## src/rtl/exp_operand_fetch_pkg.sv

```systemverilog
// Shared defaults and hold-stage state encodings for the exponent operand-fetch stage.
package exp_operand_fetch_pkg;

  localparam int unsigned REGISTER_WIDTH_DEF = 9;
  localparam int unsigned ADDR_WIDTH_DEF     = 3;

  localparam logic [1:0] HOLD_EMPTY = 2'd0;
  localparam logic [1:0] HOLD_CHECK = 2'd1;
  localparam logic [1:0] HOLD_STALL = 2'd2;

  // CHECK and STALL both mean a request is parked and retrying.
  function automatic logic hold_occupied(input logic [1:0] state);
    return state != HOLD_EMPTY;
  endfunction

endpackage

```

## src/rtl/exp_scoreboard.sv

```systemverilog
// In-flight destination tracker: one pending bit per register, set on issue,
// cleared by either writeback port; lookups see this cycle's clears.
module exp_scoreboard #(
  parameter int unsigned ADDR_WIDTH = 3
) (
  input  logic                  clk,
  input  logic                  rst_n,
  input  logic                  set_en_i,
  input  logic [ADDR_WIDTH-1:0] set_addr_i,
  input  logic                  clr_a_en_i,
  input  logic [ADDR_WIDTH-1:0] clr_a_addr_i,
  input  logic                  clr_b_en_i,
  input  logic [ADDR_WIDTH-1:0] clr_b_addr_i,
  input  logic [ADDR_WIDTH-1:0] look_a_addr_i,
  input  logic [ADDR_WIDTH-1:0] look_b_addr_i,
  input  logic [ADDR_WIDTH-1:0] look_dst_addr_i,
  output logic                  pend_a_c,
  output logic                  pend_b_c,
  output logic                  pend_dst_c
);

  localparam int unsigned NUM_REGS = 1 << ADDR_WIDTH;

  logic [NUM_REGS-1:0] pending_q;
  logic [NUM_REGS-1:0] pending_d;
  logic [NUM_REGS-1:0] clr_mask;
  logic [NUM_REGS-1:0] pending_eff;

  // Clears mask the lookups immediately; a same-cycle set overrides a clear.
  always_comb begin
    clr_mask = '0;
    if (clr_a_en_i) clr_mask[clr_a_addr_i] = 1'b1;
    if (clr_b_en_i) clr_mask[clr_b_addr_i] = 1'b1;
    pending_eff = pending_q & ~clr_mask;
    pending_d   = pending_eff;
    if (set_en_i) pending_d[set_addr_i] = 1'b1;
  end

  assign pend_a_c   = pending_eff[look_a_addr_i];
  assign pend_b_c   = pending_eff[look_b_addr_i];
  assign pend_dst_c = pending_eff[look_dst_addr_i];

  always_ff @(posedge clk or negedge rst_n) begin
    if (!rst_n) begin
      pending_q <= '0;
    end else begin
      pending_q <= pending_d;
    end
  end

endmodule

```

## src/rtl/exp_operand_fetch.sv

```systemverilog
// Operand-fetch stage: parks one request, checks RAW/WAW against the scoreboard,
// bypasses same-cycle writebacks and registers the operand pair for execution.
module exp_operand_fetch
  import exp_operand_fetch_pkg::*;
#(
  parameter int unsigned REGISTER_WIDTH = REGISTER_WIDTH_DEF,
  parameter int unsigned ADDR_WIDTH     = ADDR_WIDTH_DEF
) (
  input  logic                      clk,
  input  logic                      reset,
  input  logic                      req_valid,
  output logic                      req_ready,
  input  logic [ADDR_WIDTH-1:0]     req_srcA,
  input  logic [ADDR_WIDTH-1:0]     req_srcB,
  input  logic [ADDR_WIDTH-1:0]     req_dst,
  input  logic                      req_dst_en,
  output logic [ADDR_WIDTH-1:0]     rf_readSelectA,
  output logic [ADDR_WIDTH-1:0]     rf_readSelectB,
  input  logic [REGISTER_WIDTH-1:0] rf_readResultA,
  input  logic [REGISTER_WIDTH-1:0] rf_readResultB,
  input  logic                      wb_enA,
  input  logic                      wb_enB,
  input  logic [ADDR_WIDTH-1:0]     wb_addrA,
  input  logic [ADDR_WIDTH-1:0]     wb_addrB,
  input  logic [REGISTER_WIDTH-1:0] wb_valueA,
  input  logic [REGISTER_WIDTH-1:0] wb_valueB,
  output logic                      op_valid,
  input  logic                      op_ready,
  output logic [REGISTER_WIDTH-1:0] op_a,
  output logic [REGISTER_WIDTH-1:0] op_b,
  output logic [ADDR_WIDTH-1:0]     op_dst,
  output logic                      op_dst_en
);

  logic [1:0]                hold_state_q, hold_state_d;
  logic [ADDR_WIDTH-1:0]     hold_src_a_q, hold_src_a_d;
  logic [ADDR_WIDTH-1:0]     hold_src_b_q, hold_src_b_d;
  logic [ADDR_WIDTH-1:0]     hold_dst_q,   hold_dst_d;
  logic                      hold_dst_en_q, hold_dst_en_d;
  logic                      live_q;

  logic                      op_valid_q,  op_valid_d;
  logic [REGISTER_WIDTH-1:0] op_a_q,      op_a_d;
  logic [REGISTER_WIDTH-1:0] op_b_q,      op_b_d;
  logic [ADDR_WIDTH-1:0]     op_dst_q,    op_dst_d;
  logic                      op_dst_en_q, op_dst_en_d;

  logic                      hold_busy;
  logic                      pend_a, pend_b, pend_dst;
  logic                      hazard;
  logic                      out_free;
  logic                      capture;
  logic                      accept;
  logic [REGISTER_WIDTH-1:0] byp_a, byp_b;

  exp_scoreboard #(
    .ADDR_WIDTH (ADDR_WIDTH)
  ) u_scoreboard (
    .clk             (clk),
    .rst_n           (reset),
    .set_en_i        (capture && hold_dst_en_q),
    .set_addr_i      (hold_dst_q),
    .clr_a_en_i      (wb_enA),
    .clr_a_addr_i    (wb_addrA),
    .clr_b_en_i      (wb_enB),
    .clr_b_addr_i    (wb_addrB),
    .look_a_addr_i   (hold_src_a_q),
    .look_b_addr_i   (hold_src_b_q),
    .look_dst_addr_i (hold_dst_q),
    .pend_a_c        (pend_a),
    .pend_b_c        (pend_b),
    .pend_dst_c      (pend_dst)
  );

  assign hold_busy = hold_occupied(hold_state_q);
  assign hazard    = pend_a || pend_b || (hold_dst_en_q && pend_dst);
  assign out_free  = !op_valid_q || op_ready;
  assign capture   = hold_busy && !hazard && out_free;
  // live_q keeps the request port closed until the first edge after reset release.
  assign req_ready = live_q && (!hold_busy || capture);
  assign accept    = req_valid && req_ready;

  assign rf_readSelectA = hold_src_a_q;
  assign rf_readSelectB = hold_src_b_q;

  // Writeback bypass; port B wins when both ports hit the same register.
  always_comb begin
    byp_a = rf_readResultA;
    byp_b = rf_readResultB;
    if (wb_enA && (wb_addrA == hold_src_a_q)) byp_a = wb_valueA;
    if (wb_enB && (wb_addrB == hold_src_a_q)) byp_a = wb_valueB;
    if (wb_enA && (wb_addrA == hold_src_b_q)) byp_b = wb_valueA;
    if (wb_enB && (wb_addrB == hold_src_b_q)) byp_b = wb_valueB;
  end

  // Hold-stage next state: a new accept always refills, otherwise drain or stall.
  always_comb begin
    hold_state_d  = hold_state_q;
    hold_src_a_d  = hold_src_a_q;
    hold_src_b_d  = hold_src_b_q;
    hold_dst_d    = hold_dst_q;
    hold_dst_en_d = hold_dst_en_q;
    if (accept) begin
      hold_state_d  = HOLD_CHECK;
      hold_src_a_d  = req_srcA;
      hold_src_b_d  = req_srcB;
      hold_dst_d    = req_dst;
      hold_dst_en_d = req_dst_en;
    end else if (capture) begin
      hold_state_d  = HOLD_EMPTY;
    end else if (hold_busy) begin
      hold_state_d  = HOLD_STALL;
    end
  end

  // Output stage loads on capture and otherwise holds until the consumer takes it.
  always_comb begin
    op_valid_d  = op_valid_q;
    op_a_d      = op_a_q;
    op_b_d      = op_b_q;
    op_dst_d    = op_dst_q;
    op_dst_en_d = op_dst_en_q;
    if (capture) begin
      op_valid_d  = 1'b1;
      op_a_d      = byp_a;
      op_b_d      = byp_b;
      op_dst_d    = hold_dst_q;
      op_dst_en_d = hold_dst_en_q;
    end else if (op_ready) begin
      op_valid_d  = 1'b0;
    end
  end

  always_ff @(posedge clk or negedge reset) begin
    if (!reset) begin
      hold_state_q <= HOLD_EMPTY;
    end else begin
      hold_state_q <= hold_state_d;
    end
  end

  always_ff @(posedge clk or negedge reset) begin
    if (!reset) begin
      hold_src_a_q  <= '0;
      hold_src_b_q  <= '0;
      hold_dst_q    <= '0;
      hold_dst_en_q <= 1'b0;
      live_q        <= 1'b0;
      op_valid_q    <= 1'b0;
      op_a_q        <= '0;
      op_b_q        <= '0;
      op_dst_q      <= '0;
      op_dst_en_q   <= 1'b0;
    end else begin
      hold_src_a_q  <= hold_src_a_d;
      hold_src_b_q  <= hold_src_b_d;
      hold_dst_q    <= hold_dst_d;
      hold_dst_en_q <= hold_dst_en_d;
      live_q        <= 1'b1;
      op_valid_q    <= op_valid_d;
      op_a_q        <= op_a_d;
      op_b_q        <= op_b_d;
      op_dst_q      <= op_dst_d;
      op_dst_en_q   <= op_dst_en_d;
    end
  end

  assign op_valid  = op_valid_q;
  assign op_a      = op_a_q;
  assign op_b      = op_b_q;
  assign op_dst    = op_dst_q;
  assign op_dst_en = op_dst_en_q;

endmodule

```

## config.mk

```make
export PLATFORM = sky130hd
export DESIGN_NAME = exp_operand_fetch
export DESIGN_NICKNAME = d
export VERILOG_FILES = /design/src/rtl/exp_operand_fetch_pkg.sv /design/src/rtl/exp_scoreboard.sv /design/src/rtl/exp_operand_fetch.sv
export SDC_FILE = /design/constraint.sdc
export NUM_CORES = 1
export LEC_CHECK = 0
export BUFFER_PORTS_ARGS = -buffer_cell sky130_fd_sc_hd__buf_4
export CORE_ASPECT_RATIO = 0.5
export CORE_UTILIZATION = 55
export DETAILED_ROUTE_END_ITERATION = 8
export PLACE_DENSITY = 0.84
export SETUP_SLACK_MARGIN = 0.5
export SKIP_CTS_REPAIR_TIMING = 1
export SLEW_MARGIN = 20
export SYNTH_ARGS = -nofsm -noshare
export SYNTH_HDL_FRONTEND = slang
export SYNTH_SLANG_ARGS = --single-unit
```

## constraint.sdc

```tcl
create_clock -name clk -period 5.8 [get_ports clk]
set_input_delay 0.58 -clock clk [delete_from_list [all_inputs] [get_ports clk]]
set_output_delay 0.58 -clock clk [all_outputs]
set_load 0.05 [all_outputs]
```

Word-level counts from Yosys, hierarchy flattened
Cells that the tools add are included.
{"block": "totals", "register_bits": 44, "elab_cells": 75}
{"block": "classes", "n_lt_le_gt_ge": 8, "muxes": 24, "n_bitwise": 4, "eq_ne": 4, "n_reduce_logical": 23}
{"cell": "two-way mux 9 bit", "n": 4}
{"cell": "two-way mux 8 bit", "n": 3}
{"cell": "less-than comparator 3 x 4 -> 1 bit (second input constant)", "n": 5}
{"cell": "bitwise OR 8 bit", "n": 2}
{"cell": "logical AND 1 bit", "n": 13}
{"cell": "equality test 3 bit", "n": 4}
{"cell": "binary-select mux 1 bit (select 3 bit)", "n": 3}
{"cell": "demux 1 bit (select 3 bit)", "n": 3}
{"cell": ">= comparator 3 x 1 -> 1 bit (second input constant)", "n": 3}
{"cell": "AND 8 bit", "n": 1}
{"cell": "two-way mux 1 bit", "n": 8}
{"cell": "NOT 8 bit", "n": 1}
{"cell": "two-way mux 2 bit", "n": 3}
{"cell": "logical OR 1 bit", "n": 4}
{"cell": "nonzero test 2 bit", "n": 2}
{"cell": "logical NOT 1 bit", "n": 3}
{"cell": "nonzero test 3 bit", "n": 1}

Depth between registers and ports, before layout
{"block": "logic_depth", "word_depth": 20, "depth_mapped": 8, "ltp_nobuf": 6}

Cells and area by module
Synthesis repeated with hierarchy kept, for this count alone.
{"block": "unflattened", "cells_unflattened": 248, "area_unflattened_um2": 2685.1}
{"module": "exp_operand_fetch", "cells_per_inst": 161, "area_per_inst_um2": 1929.4, "instances": 1}
{"module": "exp_scoreboard", "cells_per_inst": 87, "area_per_inst_um2": 755.7, "instances": 1}

Worst setup path after synthesis
Ideal clock, no wire load.
{"block": "synth_timing", "path_type": "input -> output", "start": "input wb_addrB[0]", "end": "output req_ready", "path_slack_ns": 2.208, "required_time_ns": 5.220, "arrival_ns": 3.012, "cell_stages": 7, "path_cell_list": "buf_2 > or4b_1 > nand4_1 > o2111ai_1 > or4_4 > o31a_1 > nor2b_1"}
{"block": "synth_via", "elab_chain_cells": 17, "elab_cells_between_ends": 23, "cone_classes": "order compare (2); mux (9); bitwise (3); reduce/logical (9)"}
{"item": "start: declaration", "line": "exp_operand_fetch.sv:24", "rtl": "input logic [ADDR_WIDTH-1:0] wb_addrB,"}
{"item": "less-than comparator 3 x 4 -> 1 bit (not written as such) or >= comparator 3 x 1 -> 1 bit (tied branches)", "line": "exp_scoreboard.sv:33", "rtl": "if (clr_b_en_i) clr_mask[clr_b_addr_i] = 1'b1;"}
{"item": "logical AND 1 bit (not written as such)", "line": "exp_scoreboard.sv:33"}
{"item": "two-way mux 1 bit (not written as such)", "line": "exp_scoreboard.sv:33"}
{"item": "demux 1 bit (select 3 bit) (*)"}
{"item": "bitwise OR 8 bit (no source line) (*)"}
{"item": "two-way mux 8 bit (*)", "line": "exp_scoreboard.sv:33"}
{"item": "NOT 8 bit (*)", "line": "exp_scoreboard.sv:34", "rtl": "pending_eff = pending_q & ~clr_mask;"}
{"item": "AND 8 bit (*)", "line": "exp_scoreboard.sv:34"}
{"item": "binary-select mux 1 bit (select 3 bit), on equally long branches", "line": "exp_scoreboard.sv:39, exp_scoreboard.sv:40, exp_scoreboard.sv:41"}
{"item": "two-way mux 1 bit, on equally long branches", "line": "exp_scoreboard.sv:39, exp_scoreboard.sv:40, exp_scoreboard.sv:41"}
{"item": "logical OR 1 bit or logical AND 1 bit (tied branches)", "line": "exp_operand_fetch.sv:76", "rtl": "assign hazard = pend_a || pend_b || (hold_dst_en_q && pend_dst);"}
{"item": "logical OR 1 bit (*)", "line": "exp_operand_fetch.sv:76"}
{"item": "logical NOT 1 bit (*)", "line": "exp_operand_fetch.sv:78", "rtl": "assign capture = hold_busy && !hazard && out_free;"}
{"item": "logical AND 1 bit (*) (2 in series)", "line": "exp_operand_fetch.sv:78"}
{"item": "logical OR 1 bit (*)", "line": "exp_operand_fetch.sv:80", "rtl": "assign req_ready = live_q && (!hold_busy || capture);"}
{"item": "logical AND 1 bit (*)", "line": "exp_operand_fetch.sv:80"}
{"item": "end: declaration", "line": "exp_operand_fetch.sv:12", "rtl": "output logic req_ready,"}
Every way passes the cells marked *; elsewhere a longest branch is shown, timed or not. The select of a mux whose other input is x is not followed.

Worst setup path in the final report
Same ends and word-level chain as after synthesis.

==> flow_summary.rst <==
.. list-table::
   :header-rows: 1

   * - Metric
     - Value
   * - Status
     - finished clean
   * - Core outline area
     - about 5000 um2
   * - Number of setup violations in the final report
     - 0
   * - Critical path type
     - input port to output pin
   * - Mean number of vias per cell
     - 6.17
   * - Synthesized Nets
     - 356
   * - Floorplan row count
     - 18
   * - RSZ-0062 raised after global routing
     - no
   * - Effective utilization at floorplan
     - 59.2%
   * - Clock Tree Root
     - clkbuf_8
   * - Path class of the lowest-slack min-delay path
     - input port to async pin
   * - Pin count of the biggest net entering global routing
     - 45
   * - Post-layout minimum cycle time
     - 3.70 ns
   * - Post-synthesis cell count
     - around 300
   * - Grt total ovfl
     - 0
   * - Dominant register cell in the synthesized netlist
     - dfrtp_1
   * - Number of inserted diodes
     - 0
   * - Clock latency reported for the late side of the worst-skew pair
     - 0.31 ns
   * - Fraction of final layout cells with drive strength greater than 1
     - 35.7%
   * - Data required time of the worst path
     - 5.22 ns
   * - Total Die Area
     - 5790 um2
   * - Reg-to-reg slack, setup
     - about 2.8 ns
   * - Via Count
     - 2661
   * - Wire per inst
     - approximately 18 um
   * - RR Startpoint
     - rf_readSelectA[0]
   * - Seq cells post-synth
     - 44
   * - Clock Tree Buf Depth
     - 2
   * - First-pass GRT wire length
     - roughly 12000 um
   * - Clock skew
     - approximately 0.012 ns
   * - Syn Std Cell Area
     - 3010 um2
   * - Number of buffers created by CTS
     - 5
   * - Synth async-reset ratio
     - 100%
   * - Number of antenna violations at the first check in global routing
     - 0
   * - Depth of the worst register-to-register path
     - 6
   * - Worst rel slew slack
     - 37.8%
   * - Clock tree from TritonCTS
     - yes
   * - Static leakage power
     - approximately 1.8 nW
   * - Vias in the first global route
     - ~2400
   * - Number of violations of the max-capacitance limit
     - 0
   * - Register area share after synthesis
     - between 30% and 40%
   * - # nets final
     - 418
   * - Power per Cell Area
     - approximately 630 nW/um2
   * - Category of the worst setup path launch point
     - input port
   * - Avg Cell Area, Syn
     - 10.1 um2
   * - Fmax
     - approximately 270 MHz
   * - # DRC
     - 0
   * - Largest cells by area after synthesis
     - dfrtp_1 37%, mux2_4 11%, mux2i_1 6.6%
   * - Count of final max-slew check failures
     - 0
   * - Cell type with the largest total area after synthesis
     - dfrtp_1
   * - Library cells used by synthesis
     - 44
   * - Die width
     - ~110 um
   * - Global placement routability congestion
     - 0.902
   * - Final Hold Violating Endpoints
     - 0
   * - Peak VDD IR
     - 0.450 mV
   * - Sum Neg Setup Slack
     - 0 ns
   * - Endpoint of the most critical register-to-register path
     - op_a[7]
   * - Wire length after detailed routing
     - just under 8000 um
   * - Count of port buffers added during placement
     - between 80 and 90
   * - Signal arrival time at the worst endpoint
     - 3.12 ns
   * - Fraction of synthesized cell area taken by the top area cell type
     - 36.6%
   * - Clock transition at the registers of the reported paths
     - roughly 0.090 ns
   * - Final critical-path share of the clock period
     - 63.9%
   * - Hold slack final
     - 0.256 ns
   * - Number of iterations in the first detailed-routing pass
     - 4
   * - Global-route total usage across every layer
     - 27.4%
   * - I/O pin count
     - 88
   * - Clock tree sinks
     - 44
   * - Critical Path Sink Type
     - output pin
   * - Violation count after the first detailed-routing iteration
     - ~300
   * - Yosys synthesis warning count
     - 0
   * - Most instantiated cells after synthesis
     - 44 x dfrtp_1, 22 x mux2_4, 21 x nor2_1
   * - Number of enable flip-flop cells after synthesis
     - 0
   * - Maximum net fanout on the critical path
     - 13
   * - Max H-tree Level
     - 2
   * - Measured slew at the worst slew-check pin
     - around 0.92 ns
   * - Antenna-violating nets left
     - 0
   * - Vert. Die Dim
     - 54.3 um
   * - HPWL after detailed placement
     - 5780 um
   * - Cell with the most instances after synthesis
     - dfrtp_1
   * - Layout Area Growth over Synthesis
     - 23.0%
final cells by class:
type                    count  area, um2
repair buffers             87        653
fillers                   408       1390
flip-flops and latches     44       1100
inverters                   5       18.8
multi-input cells         217       1730
well taps                  70       87.6
clock buffers               5       68.8
clock inverters             3       46.3
registers in the layout, indices dropped and copies added (netlist names), 2 cells and up:
name                    count
hold_dst_q                  3
hold_state_q                2
op_a                        9
op_b                        9
op_dst                      3
rf_readSelectA              3
rf_readSelectB              3
u_scoreboard.pending_q      8
metal layers:
| layer | vias to the layer above | wire, um | share of wire [%] | GRT usage (%) |
|---|---|---|---|---|
| li1 | 1248 | - | - | - |
| met1 | 1286 | 3720 | 47 | 36.3 |
| met2 | 116 | 3540 | 45 | 45.5 |
| met3 | 11 | 497 | 6.3 | 6.19 |
| met4 | 0 | 134 | 1.7 | 9.36 |
| met5 | - | 0 | 0 | 0 |
kinds of logic (layout without fill, tap and decap cells):
family	count (synthesis)	in the layout	synth area share (%)
AOI/OAI and AO/OA	72	72	18.5
other	1	1	0.125
xor gates and xnor gates	12	12	3.49
and+or+nand+nor	90	90	17.7
DFF	44	44	36.6
muxes	42	42	17.6
buffers and inverters	37	100	6.02
cells in the final DEF (no fill, tap or decap), types with 3 or more instances in the layout:
cell type / count
o311ai_0: 11
nand4_1: 14
a21bo_2: 6
inv_1: 5
o2111ai_1: 6
nand4bb_1: 5
buf_4: 87
a21oi_1: 18
clkbuf_8: 5
and3b_1: 3
o31ai_1: 6
dfrtp_1: 44
mux2_4: 22
nand4b_1: 5
nor2_1: 21
nor2b_1: 4
nand3_1: 8
xnor2_1: 12
mux2i_1: 20
a21o_1: 4
o211ai_1: 10
nand2_1: 15
report_power, final:
| group | switching, mW | internal (mW) |
|---|---|---|
| Sequential | 0.191 | 0.455 |
| Clock | 0.114 | 0.130 |
| Combinational | 0.836 | 0.611 |
metrics by stage:
step | worst slack, ns | power, mW | std cells | util, % | area [um2]
floorplan | 2.21 | 1.76 | 298 | - | 3010
global placement | 2.16 | 2.06 | 423 | 70.5 | 3590
detailed placement | 2.12 | 2.08 | 423 | 70.5 | 3590
CTS | 2.11 | 2.33 | 431 | 72.8 | 3700
global route | 1.77 | 2.45 | 431 | 72.8 | 3700
finish | 2.10 | 2.34 | 431 | 72.8 | 3700
worst max-delay path by stage:
stage,from,end,slack (ns)
3_3_place_gp,wb_addrB[0],req_ready,2.16
3_5_place_dp,wb_addrB[0],req_ready,2.12
2_1_floorplan,wb_addrB[0],req_ready,2.21
6_report,wb_addrB[0],req_ready,2.10
5_1_grt,wb_addrB[0],req_ready,1.77
4_1_cts,wb_addrB[0],req_ready,2.11
worst max-delay path, cell delays in order:
cell and delay [ns]:
buf_4 0.13, nand2_1 0.07, o311ai_0 0.76, mux2i_1 0.22
a221o_1 0.53, o31a_1 0.45, nor2b_1 0.17, buf_4 0.21
Power figures use the tool's default switching activity.
